### src/rtl/gpio_port.sv
`default_nettype none
`timescale 1ns / 1ps
// ============================================================================
// Module   : gpio_port
// Purpose  : Memory-mapped GPIO port. It has per-pin direction, an output
//            latch, a synchronised and debounced input path, and rise/fall
//            edge detection with write-1-to-clear pending flags that drive a
//            registered interrupt line.
// Revision : 1.0 - initial release
// ============================================================================
module gpio_port #(
  parameter int          NUM_PINS  = 8,
  parameter logic [23:0] BASE_ADDR = 24'h002060,
  parameter int          DEBOUNCE  = 4
) (
  input  logic                clk,
  input  logic                reset,
  input  logic                clk_ce,
  input  logic                bus_write,
  input  logic                bus_read,
  input  logic [23:0]         bus_address_in,
  input  logic [7:0]          bus_data_in,
  output logic [7:0]          bus_data_out,
  input  logic [NUM_PINS-1:0] pin_in,
  output logic [NUM_PINS-1:0] pin_out,
  output logic [NUM_PINS-1:0] pin_oe,
  output logic                irq
);

  localparam int          CNT_W    = (DEBOUNCE > 1) ? $clog2(DEBOUNCE) : 1;
  localparam logic [23:0] OFF_DIR  = 24'd0;
  localparam logic [23:0] OFF_DATA = 24'd1;
  localparam logic [23:0] OFF_RISE = 24'd2;
  localparam logic [23:0] OFF_FALL = 24'd3;
  localparam logic [23:0] OFF_PEND = 24'd4;

  logic [NUM_PINS-1:0] dir_reg;
  logic [NUM_PINS-1:0] data_reg;
  logic [NUM_PINS-1:0] rise_en;
  logic [NUM_PINS-1:0] fall_en;
  logic [NUM_PINS-1:0] pending;
  logic [NUM_PINS-1:0] sync1;
  logic [NUM_PINS-1:0] sync2;
  logic [NUM_PINS-1:0] stable;
  logic [NUM_PINS-1:0] stable_nxt;
  logic [NUM_PINS-1:0] rise_det;
  logic [NUM_PINS-1:0] fall_det;
  logic [NUM_PINS-1:0] pend_set;
  logic [NUM_PINS-1:0] pend_clr;
  logic [NUM_PINS-1:0] wdata;
  logic [23:0]         offset;
  logic                sel_dir;
  logic                sel_data;
  logic                sel_rise;
  logic                sel_fall;
  logic                sel_pend;
  logic                wr_en;

  // Register offsets are found by subtracting the base address. The
  // subtraction wraps at 24 bits, so an address below the base gives a large
  // offset and selects nothing.
  assign offset   = bus_address_in - BASE_ADDR;
  assign sel_dir  = (offset == OFF_DIR);
  assign sel_data = (offset == OFF_DATA);
  assign sel_rise = (offset == OFF_RISE);
  assign sel_fall = (offset == OFF_FALL);
  assign sel_pend = (offset == OFF_PEND);
  assign wr_en    = clk_ce & bus_write;
  assign wdata    = bus_data_in[NUM_PINS-1:0];

  assign pin_oe  = dir_reg;
  assign pin_out = data_reg;

  // Read mux. Unused upper bits read as 0. The output is driven only during
  // a read of a decoded address, so several ports can share an OR-ed bus.
  always_comb begin
    bus_data_out = 8'h00;
    if (bus_read) begin
      if (sel_dir)  bus_data_out[NUM_PINS-1:0] = dir_reg;
      if (sel_data) bus_data_out[NUM_PINS-1:0] = (dir_reg & data_reg) | (~dir_reg & stable);
      if (sel_rise) bus_data_out[NUM_PINS-1:0] = rise_en;
      if (sel_fall) bus_data_out[NUM_PINS-1:0] = fall_en;
      if (sel_pend) bus_data_out[NUM_PINS-1:0] = pending;
    end
  end

  // Plain-store configuration registers, written through the bus.
  always_ff @(posedge clk or negedge reset) begin
    if (!reset) begin
      dir_reg  <= '0;
      data_reg <= '0;
      rise_en  <= '0;
      fall_en  <= '0;
    end else if (wr_en) begin
      if (sel_dir)  dir_reg  <= wdata;
      if (sel_data) data_reg <= wdata;
      if (sel_rise) rise_en  <= wdata;
      if (sel_fall) fall_en  <= wdata;
    end
  end

  // Two-flop metastability synchronizer. It runs on every clock, whatever
  // the state of clk_ce.
  always_ff @(posedge clk or negedge reset) begin
    if (!reset) begin
      sync1 <= '0;
      sync2 <= '0;
    end else begin
      sync1 <= pin_in;
      sync2 <= sync1;
    end
  end

  // Each pin has its own debouncer. Each one computes the next value of its
  // stable bit.
  for (genvar i = 0; i < NUM_PINS; i++) begin : g_pin
    if (DEBOUNCE == 0) begin : g_bypass
      assign stable_nxt[i] = sync2[i];
    end else begin : g_debounce
      logic [CNT_W-1:0] cnt;
      logic             cnt_full;

      assign cnt_full      = (cnt == CNT_W'(DEBOUNCE - 1));
      assign stable_nxt[i] = (sync2[i] != stable[i] && cnt_full) ? sync2[i] : stable[i];

      // The count restarts when the input agrees with the stable bit. It
      // also restarts on the sample that accepts a new stable value.
      always_ff @(posedge clk or negedge reset) begin
        if (!reset) begin
          cnt <= '0;
        end else if (clk_ce) begin
          if (sync2[i] == stable[i] || cnt_full) cnt <= '0;
          else                                   cnt <= cnt + CNT_W'(1);
        end
      end
    end
  end

  // Stable (debounced) input bits advance only on enabled cycles.
  always_ff @(posedge clk or negedge reset) begin
    if (!reset)      stable <= '0;
    else if (clk_ce) stable <= stable_nxt;
  end

  // An edge is a change of a stable bit, and counts only on input pins. The
  // stable bit tracks the pad even while a pin is an output. So turning a
  // pin back into an input does not create a false edge.
  assign rise_det = stable_nxt & ~stable & ~dir_reg;
  assign fall_det = ~stable_nxt & stable & ~dir_reg;
  assign pend_set = (rise_det & rise_en) | (fall_det & fall_en);
  assign pend_clr = (wr_en && sel_pend) ? wdata : '0;

  // Pending flags are write-1-to-clear. A new edge wins over a clear in the
  // same cycle.
  always_ff @(posedge clk or negedge reset) begin
    if (!reset)      pending <= '0;
    else if (clk_ce) pending <= (pending & ~pend_clr) | pend_set;
  end

  // The interrupt is registered from the pending flags, one enabled cycle
  // later.
  always_ff @(posedge clk or negedge reset) begin
    if (!reset)      irq <= 1'b0;
    else if (clk_ce) irq <= |(pending & (rise_en | fall_en));
  end

endmodule
`default_nettype wire

### config.mk
export PLATFORM = sky130hd
export DESIGN_NAME = gpio_port
export DESIGN_NICKNAME = d
export VERILOG_FILES = /design/src/rtl/gpio_port.sv
export SDC_FILE = /design/constraint.sdc
export NUM_CORES = 1
export LEC_CHECK = 0
export CAP_MARGIN = 25
export CORE_UTILIZATION = 45
export DETAILED_ROUTE_END_ITERATION = 12
export PLACE_DENSITY = 0.71
export SKIP_LAST_GASP = 1
export SYNTH_ARGS = -nofsm -noshare
export SYNTH_HDL_FRONTEND = slang
export SYNTH_SLANG_ARGS = --single-unit
export TNS_END_PERCENT = 1
### constraint.sdc
create_clock -name clk -period 4.65 [get_ports clk]
set_input_delay 0.93 -clock clk [delete_from_list [all_inputs] [get_ports clk]]
set_output_delay 0.93 -clock clk [all_outputs]
set_load 0.05 [all_outputs]
==> results_tabular.tex, run 1 <==
\begin{tabular}{lr}
\hline
Metric & Value \\
\hline
\multicolumn{2}{l}{\textbf{Drt}} \\
\quad Total routed wirelength & 10.70 mm \\
\quad Number of search-and-repair iterations in the first detailed-routing pass & 5 \\
\quad Number of vias in the routed layout & 3,755 \\
\quad Residual antenna-violating net count after detailed routing & 0 \\
\quad 1st-iter DRT viols & 187 \\
\quad Mean number of vias per cell & 5.613 \\
\quad Remaining routing DRC violations & 0 \\
\quad Average wire per standard cell & 15.99 µm \\
\multicolumn{2}{l}{\textbf{Floorplanning}} \\
\quad Floorplan core area & 9371 µm² \\
\quad Effective utilization at floorplan & 46.93\% \\
\quad Height of the die & 100.9 µm \\
\quad Die footprint & 10,170 µm² \\
\quad Ports placed on the boundary & 70 \\
\quad Die W & 100.9 µm \\
\quad Row count & 35 \\
\multicolumn{2}{l}{\textbf{Clock tree}} \\
\quad Later-pin clock latency in the skew report & 360 ps \\
\quad CTS resizes & 0 \\
\quad Count of hold buffers inserted by post-cts repair & 0 \\
\quad TritonCTS Buffers & 9 \\
\quad Buffers from clock root to sink, at most & 2 \\
\quad Clock tree from TritonCTS & yes \\
\quad Number of buffers inserted by post-CTS setup repair & 0 \\
\quad Clock slew at the register clock pins of the worst setup and hold paths & 80 ps \\
\quad Library cell used as clock root buffer & sky130\_fd\_sc\_hd\_\_clkbuf\_8 \\
\quad Number of H-tree levels & 3 \\
\quad Clock sink count & 81 \\
\multicolumn{2}{l}{\textbf{Global route}} \\
\quad Most Used Layer, Global Route & met2 \\
\quad Initial antenna violation count & 0 \\
\quad Met1 usage in global routing & 30.62\% \\
\quad Global-route met3 utilization & 4.369\% \\
\quad GR met2 Demand/Resource & 35.77\% \\
\quad Global-route wire length before repair & 17.44 mm \\
\quad Number of global-route vias before repair & 3,538 \\
\quad Largest net degree at the start of global routing & 82 \\
\quad Global-route usage over all layers & 22.51\% \\
\quad Aggregate global routing overflow & 0 \\
\multicolumn{2}{l}{\textbf{Worst setup path}} \\
\quad WP data arrival & 3630 ps \\
\quad CP max FO & 8 \\
\quad Delay of the slowest cell on the worst path & 530 ps \\
\quad Crit Path Category & input port to primary output \\
\quad Crit start category & input port \\
\quad Required time at the endpoint of the critical path & 3720 ps \\
\quad Worst-case reg-to-reg path depth & 4 \\
\quad Endpoint type of the worst setup path & primary output \\
\quad CP Cell Sequence & clkdlybuf4s50\_1 -> ha\_1 -> or4\_1 -> or3\_1 -> o211ai\_1 -> nand4\_1 -> nor3\_1 -> buf\_4 -> and3\_1 -> buf\_12 \\
\quad Slowest stage cell on the critical path & sky130\_fd\_sc\_hd\_\_or4\_1 \\
\multicolumn{2}{l}{\textbf{Placed design}} \\
\quad Number of instances in the placed design & 652 \\
\quad DP Wirelength & 7.621 mm \\
\quad IO buf count & 69 \\
\quad Final weighted congestion of routability-driven global placement & 0.8756 \\
\multicolumn{2}{l}{\textbf{Flow run}} \\
\quad Max-capacitance violation count & 0 \\
\multicolumn{2}{l}{\textbf{Synth}} \\
\quad Share of synthesized area occupied by flip-flops and latches & 46.09\% \\
\quad Number of instances in the synthesized netlist & 452 \\
\quad Area leader, netlist & sky130\_fd\_sc\_hd\_\_dfrtp\_1 \\
\quad Synth Cell Area & 4398 µm² \\
\quad Predominant post-synthesis flop cell & sky130\_fd\_sc\_hd\_\_dfrtp\_1 \\
\quad Syn Nets & 506 \\
\quad Synth top cells by count & 81 x sky130\_fd\_sc\_hd\_\_dfrtp\_1, 66 x sky130\_fd\_sc\_hd\_\_o21ai\_0, 56 x sky130\_fd\_sc\_hd\_\_nand2\_1 \\
\quad Library cells used by synthesis & 47 \\
\quad Avg Inst Size Synth & 9.730 µm² \\
\quad Post-synth EDFFs & 0 \\
\quad Most frequent cell after synthesis & sky130\_fd\_sc\_hd\_\_dfrtp\_1 \\
\quad Area contributors post-synth & sky130\_fd\_sc\_hd\_\_dfrtp\_1 46\%, sky130\_fd\_sc\_hd\_\_mux2\_2 8.7\%, sky130\_fd\_sc\_hd\_\_o21ai\_0 7.5\% \\
\quad Count of yosys warnings during synthesis & 0 \\
\quad Portion of synthesized cell area occupied by the leading cell type & 46.09\% \\
\quad Fraction of registers with async set/reset & 100.0\% \\
\quad Flip-flop and latch count after synthesis & 81 \\
\multicolumn{2}{l}{\textbf{Timing}} \\
\quad Final number of hold-violating endpoints & 0 \\
\quad Share of the cycle needed by the critical path after routing & 98.06\% \\
\quad Relative slew slack & 64.91\% \\
\quad Crit path time final & 4560 ps \\
\quad Setup violators final & 0 \\
\quad Pin slew with the least headroom to its limit & 526.4 ps \\
\quad Worst hold slack across all endpoints & 354.1 ps \\
\quad Clock skew after layout & 13.43 ps \\
\quad RSZ-0062 raised after global routing & false \\
\quad Setup TNS Final & 0 ps \\
\quad Max Slew Vio Count & 0 \\
\quad Fmax & 0.2193 GHz \\
\multicolumn{2}{l}{\textbf{Power and ir drop}} \\
\quad Sum of internal, switching and leakage power & 1.759 mW \\
\quad Power per cell area & 314.7 nW/µm² \\
\quad Maximum resistive drop on vdd & 0.0001986 V \\
\quad P\_leak & 2.499 nW \\
\multicolumn{2}{l}{\textbf{Finish}} \\
\quad Area added between synthesis and finish & 27.11\% \\
\quad Final core utilization & 59.65\% \\
\quad Final instance count without filler cells & 669 \\
\quad Final net count & 589 \\
\quad Total of fill cells in the finished design & 820 \\
\quad Number of inserted diodes & 0 \\
\quad Fraction of final layout cells with drive strength greater than 1 & 16.48\% \\
\multicolumn{2}{l}{\textbf{Hold path}} \\
\quad Tightest Hold Check Type & flop to flop \\
\quad Hold path cells & 0 \\
\multicolumn{2}{l}{\textbf{Outcome}} \\
\quad Status & completed \\
\hline
\end{tabular}
[through the flow]
step	cell area, µm²	worst slack, ps
5_1_grt	5590	2.660
3_3_place_gp	5386	188.6
2_1_floorplan	4398	485.9
6_report	5590	90.41
3_5_place_dp	5386	118.8
4_1_cts	5564	97.18
[final timing paths]
kind,endpoint,from,slack [ps]
setup / recovery,bus_data_out[0],bus_address_in[5],90
hold / removal,sync2[3],sync1[3],350
setup reg to reg,irq,fall_en[5],3370
hold reg to reg,sync2[3],sync1[3],350
max in group asynchronous,g_pin[2].g_debounce.cnt[0],reset,3510
min in group asynchronous,g_pin[5].g_debounce.cnt[1],reset,530
[metal layers]
metal	routed length, µm	vias up
li1	-	1791
met1	4868	1823
met2	5019	122
met3	622	19
met4	188	0
met5	0	-
[final cells by class]
cell class              count  area (µm²)  area share [%]
inverters                  32       120.1           2.149
repair buffers             86       908.4           16.25
multi-input cells         325        2196           39.28
clock buffers               9       123.9           2.216
flip-flops and latches     81        2027           36.26
well taps                 129       161.4           2.887
clock inverters             7       53.80          0.9624
[cell families (layout without fill, tap and decap cells)]
family	count (synthesis)	after routing	share of synthesized area (%)
compound gates	112	112	15.36
xor+xnor	9	9	1.792
fa+ha+maj	9	9	2.561
buf+inv	46	134	4.125
flops	81	81	46.09
mux	45	45	11.21
simple gates	150	150	18.86
[placed cells by master (no fill, tap or decap), types with 2 or more instances in the layout]
| cell | count |
|---|---|
| sky130_fd_sc_hd__nand2_1 | 56 |
| sky130_fd_sc_hd__and3_1 | 8 |
| sky130_fd_sc_hd__or2_2 | 2 |
| sky130_fd_sc_hd__o31ai_1 | 3 |
| sky130_fd_sc_hd__xnor2_1 | 8 |
| sky130_fd_sc_hd__a21oi_1 | 3 |
| sky130_fd_sc_hd__buf_12 | 9 |
| sky130_fd_sc_hd__o32ai_1 | 10 |
| sky130_fd_sc_hd__buf_4 | 17 |
| sky130_fd_sc_hd__nor2_1 | 22 |
| sky130_fd_sc_hd__nor3_1 | 6 |
| sky130_fd_sc_hd__nand3b_1 | 3 |
| sky130_fd_sc_hd__or4_1 | 4 |
| sky130_fd_sc_hd__mux2_2 | 34 |
| sky130_fd_sc_hd__mux2i_1 | 11 |
| sky130_fd_sc_hd__a21o_1 | 8 |
| sky130_fd_sc_hd__or3_1 | 5 |
| sky130_fd_sc_hd__o21ai_0 | 66 |
| sky130_fd_sc_hd__clkinv_2 | 2 |
| sky130_fd_sc_hd__a31oi_1 | 10 |
| sky130_fd_sc_hd__nand4_1 | 5 |
| sky130_fd_sc_hd__o22a_1 | 2 |
| sky130_fd_sc_hd__dfrtp_1 | 81 |
| sky130_fd_sc_hd__nor4_4 | 5 |
| sky130_fd_sc_hd__clkinvlp_4 | 2 |
| sky130_fd_sc_hd__nand2b_1 | 6 |
| sky130_fd_sc_hd__nand3_1 | 18 |
| sky130_fd_sc_hd__a211oi_1 | 2 |
| sky130_fd_sc_hd__inv_1 | 32 |
| sky130_fd_sc_hd__ha_1 | 9 |
| sky130_fd_sc_hd__clkdlybuf4s50_1 | 60 |
| sky130_fd_sc_hd__o211ai_1 | 2 |
| sky130_fd_sc_hd__nor2b_1 | 2 |
| sky130_fd_sc_hd__clkbuf_8 | 9 |
[state kept, by name, summed over array words and instances, names as in the netlist]
signal                count
fall_en                   8
pin_oe                    8
stable                    8
pending                   8
irq                       1
sync1                     8
g_pin.g_debounce.cnt     16
pin_out                   8
rise_en                   8
sync2                     8
[worst max-delay path: cells and delay by family]
kind / cells / cell delay [ps]
buffers and inverters: 3 / 840
adders and majority gates: 1 / 260
and+or+nand+nor: 5 / 1410
AOI/OAI and AO/OA: 1 / 170
[where the power goes]
part / internal, mW / leakage [nW] / switching (mW)
combinational: 0.177 / 1.38 / 0.213
clock: 0.198 / 0.0875 / 0.268
sequential: 0.813 / 1.03 / 0.0905
No activity file was read; power rests on OpenSTA's default activity.
==> inputs of run 2 (changes only) <==
--- a/config.mk
+++ b/config.mk
@@ -5,9 +5,11 @@
 export SDC_FILE = /design/constraint.sdc
 export NUM_CORES = 1
 export LEC_CHECK = 0
+export ABC_CLOCK_PERIOD_IN_PS = 4650
 export CAP_MARGIN = 25
 export CORE_UTILIZATION = 45
 export DETAILED_ROUTE_END_ITERATION = 12
+export GPL_TIMING_DRIVEN = 0
 export PLACE_DENSITY = 0.71
 export SKIP_LAST_GASP = 1
 export SYNTH_ARGS = -nofsm -noshare
==> results_tabular.tex, run 2 (synthesized netlist as in run 1, its figures left out) <==
\begin{tabular}{lr}
\hline
Metric & Value \\
\hline
\multicolumn{2}{l}{\textbf{Outcome}} \\
\quad Status & completed \\
\multicolumn{2}{l}{\textbf{Worst setup path}} \\
\quad Endpoint type of the worst setup path & primary output \\
\quad Buffers plus inverters on the worst setup path & 3 (unchanged) \\
\quad Worst path most repeated cell & sky130\_fd\_sc\_hd\_\_or3\_1 \\
\quad WP data arrival & 3630 ps (about the same) \\
\quad Slowest stage cell on the critical path & sky130\_fd\_sc\_hd\_\_or3\_1 \\
\quad Delay of the slowest cell on the worst path & 490 ps (-40 ps) \\
\quad Crit Path Category & input port to primary output \\
\quad Crit start category & input port \\
\quad CP max FO & 8 (unchanged) \\
\quad Family of cells with the greatest summed delay on the critical path & simple AND/OR/NAND/NOR gates \\
\quad Required time at the endpoint of the critical path & 3720 ps (about the same) \\
\quad CP Cell Sequence & clkdlybuf4s50\_1 -> or3\_1 -> or3\_1 -> o211ai\_1 -> nand4\_1 -> nor3\_4 -> buf\_12 -> and3\_1 -> clkbuf\_4 \\
\multicolumn{2}{l}{\textbf{Finish}} \\
\quad Final net count & 587 (-0.34\%) \\
\quad Number of inserted diodes & 0 (unchanged) \\
\quad Most flops, register & g\_pin.g\_debounce.cnt \\
\quad Leading cell type in the layout, fill and taps excluded & sky130\_fd\_sc\_hd\_\_dfrtp\_1 \\
\quad Total of fill cells in the finished design & 839 (+2.3\%) \\
\quad Flip-flop and latch area & 2027 µm² (unchanged) \\
\quad Final core utilization & 59.15\% (-0.51 points) \\
\quad Fraction of final layout cells with drive strength greater than 1 & 15.99\% (-0.50 points) \\
\quad Number of flip-flops under the largest register name & 16 (unchanged) \\
\quad Leading cell types in the layout, fill and taps excluded & 81 x sky130\_fd\_sc\_hd\_\_dfrtp\_1, 66 x sky130\_fd\_sc\_hd\_\_o21ai\_0, 57 x sky130\_fd\_sc\_hd\_\_clkdlybuf4s50\_1 \\
\quad Area added between synthesis and finish & 26.03\% \\
\quad Area of the multi-input gates & 2247 µm² (+2.3\%) \\
\multicolumn{2}{l}{\textbf{Floorplanning}} \\
\quad Ports placed on the boundary & 70 (unchanged) \\
\quad Height of the die & 100.9 µm (unchanged) \\
\quad Floorplan core area & 9371 µm² (unchanged) \\
\quad Effective utilization at floorplan & 46.93\% (unchanged) \\
\quad Row count & 35 (unchanged) \\
\quad Die footprint & 10,170 µm² (unchanged) \\
\quad Die W & 100.9 µm (unchanged) \\
\multicolumn{2}{l}{\textbf{Drt}} \\
\quad Length of routed met3 wiring & 612 µm (-1.6\%) \\
\quad Total routed wirelength & 11.21 mm (+4.8\%) \\
\quad Number of search-and-repair iterations in the first detailed-routing pass & 4 (-1) \\
\quad 1st-iter DRT viols & 233 (+25\%) \\
\quad Number of vias in the routed layout & 3,735 (-0.53\%) \\
\quad Amount of wire on met2 after detailed routing & 5.217 mm (+3.9\%) \\
\quad Routed metal-1 wire length & 5.175 mm (+6.3\%) \\
\quad Remaining routing DRC violations & 0 (unchanged) \\
\quad Max Used Layer & met4 \\
\quad Mean number of vias per cell & 5.600 (-0.23\%) \\
\quad Residual antenna-violating net count after detailed routing & 0 (unchanged) \\
\quad Average wire per standard cell & 16.81 µm (+5.1\%) \\
\multicolumn{2}{l}{\textbf{Power and ir drop}} \\
\quad Sum of internal, switching and leakage power & 1.882 mW (+7.0\%) \\
\quad Power per cell area & 339.5 nW/µm² (+7.9\%) \\
\quad P\_leak & 2.472 nW (-1.1\%) \\
\quad Maximum resistive drop on vdd & 0.0001796 V (-9.5\%) \\
\multicolumn{2}{l}{\textbf{Clock tree}} \\
\quad Clock slew at the register clock pins of the worst setup and hold paths & 80 ps (about the same) \\
\quad Count of hold buffers inserted by post-cts repair & 0 (unchanged) \\
\quad Clock tree from TritonCTS & yes \\
\quad Later-pin clock latency in the skew report & 360 ps (about the same) \\
\quad Number of H-tree levels & 3 (unchanged) \\
\quad Clock sink count & 81 (unchanged) \\
\quad Buffers from clock root to sink, at most & 2 (unchanged) \\
\quad Library cell used as clock root buffer & sky130\_fd\_sc\_hd\_\_clkbuf\_8 \\
\quad TritonCTS Buffers & 9 (unchanged) \\
\multicolumn{2}{l}{\textbf{Timing}} \\
\quad Setup TNS Final & 0 ps (unchanged) \\
\quad Fmax & 0.2191 GHz (-0.10\%) \\
\quad Crit path time final & 4564 ps (+4.779 ps) \\
\quad Relative slew slack & 33.35\% (-32 points) \\
\quad Clock skew after layout & 10.51 ps (-2.917 ps) \\
\quad RSZ-0062 raised after global routing & false \\
\quad Share of the cycle needed by the critical path after routing & 98.16\% (+0.10 points) \\
\quad Final number of hold-violating endpoints & 0 (unchanged) \\
\quad Setup violators final & 0 (unchanged) \\
\quad Max Slew Vio Count & 0 (unchanged) \\
\quad Pin slew with the least headroom to its limit & 992.2 ps (+465.9 ps) \\
\multicolumn{2}{l}{\textbf{Global route}} \\
\quad Global-route usage over all layers & 23.41\% (+0.90 points) \\
\quad Largest net degree at the start of global routing & 42 (-49\%) \\
\quad Initial antenna violation count & 0 (unchanged) \\
\quad Aggregate global routing overflow & 0 (unchanged) \\
\quad Global-route wire length before repair & 18.11 mm (+3.8\%) \\
\quad Number of global-route vias before repair & 3,613 (+2.1\%) \\
\multicolumn{2}{l}{\textbf{Hold path}} \\
\quad Tightest Hold Check Type & flop to flop \\
\multicolumn{2}{l}{\textbf{Flow run}} \\
\quad Max-capacitance violation count & 0 (unchanged) \\
\multicolumn{2}{l}{\textbf{Placed design}} \\
\quad Final weighted congestion of routability-driven global placement & 0.8531 (-2.6\%) \\
\quad DP Wirelength & 7.843 mm (+2.9\%) \\
\quad IO buf count & 67 (-2.9\%) \\
\hline
\end{tabular}
## run 2: changes by cell type in the layout (fill, tap and decap cells not counted), moves of 2 or more
cell / change
sky130_fd_sc_hd__clkbuf_4: +7
sky130_fd_sc_hd__inv_6: +2
sky130_fd_sc_hd__buf_12: -7
sky130_fd_sc_hd__buf_4: -13
sky130_fd_sc_hd__nor3_1: -2
sky130_fd_sc_hd__o31ai_1: -2
sky130_fd_sc_hd__clkbuf_1: +9
sky130_fd_sc_hd__bufinv_16: +2
sky130_fd_sc_hd__o31ai_2: +2
sky130_fd_sc_hd__clkdlybuf4s50_1: -3
## run 2: worst reg2reg max path: cells and delay by family, from the launching register on
kind             cells  cell delay, ps
AO/OA/AOI/OAI        2             370
AND/OR/NAND/NOR      2             310
flip-flops           1             410
## run 2: metrics by stage
stage / worst slack [ps] / hold slack (ps) / area [µm²] / instances
floorplan: 485.9 / 331.2 / 4398 / 452
global placement: -1205 / 331.6 / 5230 / 648
detailed placement: -1301 / 335.5 / 5255 / 650
CTS: -102.1 / 355.3 / 5503 / 667
global route: 3.481 / 364.7 / 5543 / 667
finish: 85.64 / 353.3 / 5543 / 667
## run 2: final timing paths
| kind | slack (ps) | cells past startpoint | startpoint | end |
|---|---|---|---|---|
| max in group asynchronous | 3520 | 2 | reset | rise_en[0] |
| min | 350 | 0 | sync1[5] | sync2[5] |
| min in group asynchronous | 540 | 1 | reset | g_pin[4].g_debounce.cnt[0] |
| max reg2reg | 3430 | 4 | fall_en[2] | irq |
| max | 90 | 9 | bus_address_in[12] | bus_data_out[3] |
| min reg2reg | 350 | 0 | sync1[5] | sync2[5] |
## run 2: power by group
| part | switching, mW | total (mW) | internal [mW] |
|---|---|---|---|
| clock | 0.268 | 0.575 | 0.307 |
| sequential | 0.0960 | 0.909 | 0.813 |
| combinational | 0.220 | 0.398 | 0.178 |
| total | 0.584 | 1.88 | 1.30 |
## run 2: area by class of cell
cell class                 instances  area share (%)
buffer                            13           1.061
clock buffer                       9           2.235
clock inverter                     7           1.783
inverter                          32           2.167
multi-input combinational        325           40.54
sequential                        81           36.57
tap                              129           2.912
timing repair buffer              71           12.73
## run 2: metal layers
| layer | up-vias | GRT usage [%] |
|---|---|---|
| li1 | 1781 | - |
| met5 | - | 0 |
| met1 | 1821 | 33.15 |
| met4 | 0 | 8.027 |
| met3 | 18 | 3.467 |
| met2 | 115 | 36.83 |
## run 2: repair_timing
action / CTS / global route
pin swaps: 1 / 3
gates resized for setup: 39 / 24
hold endpoints to repair: 0 / 0
setup buffers: 1 / 1
endpoints found under the setup margin: 8 / 8
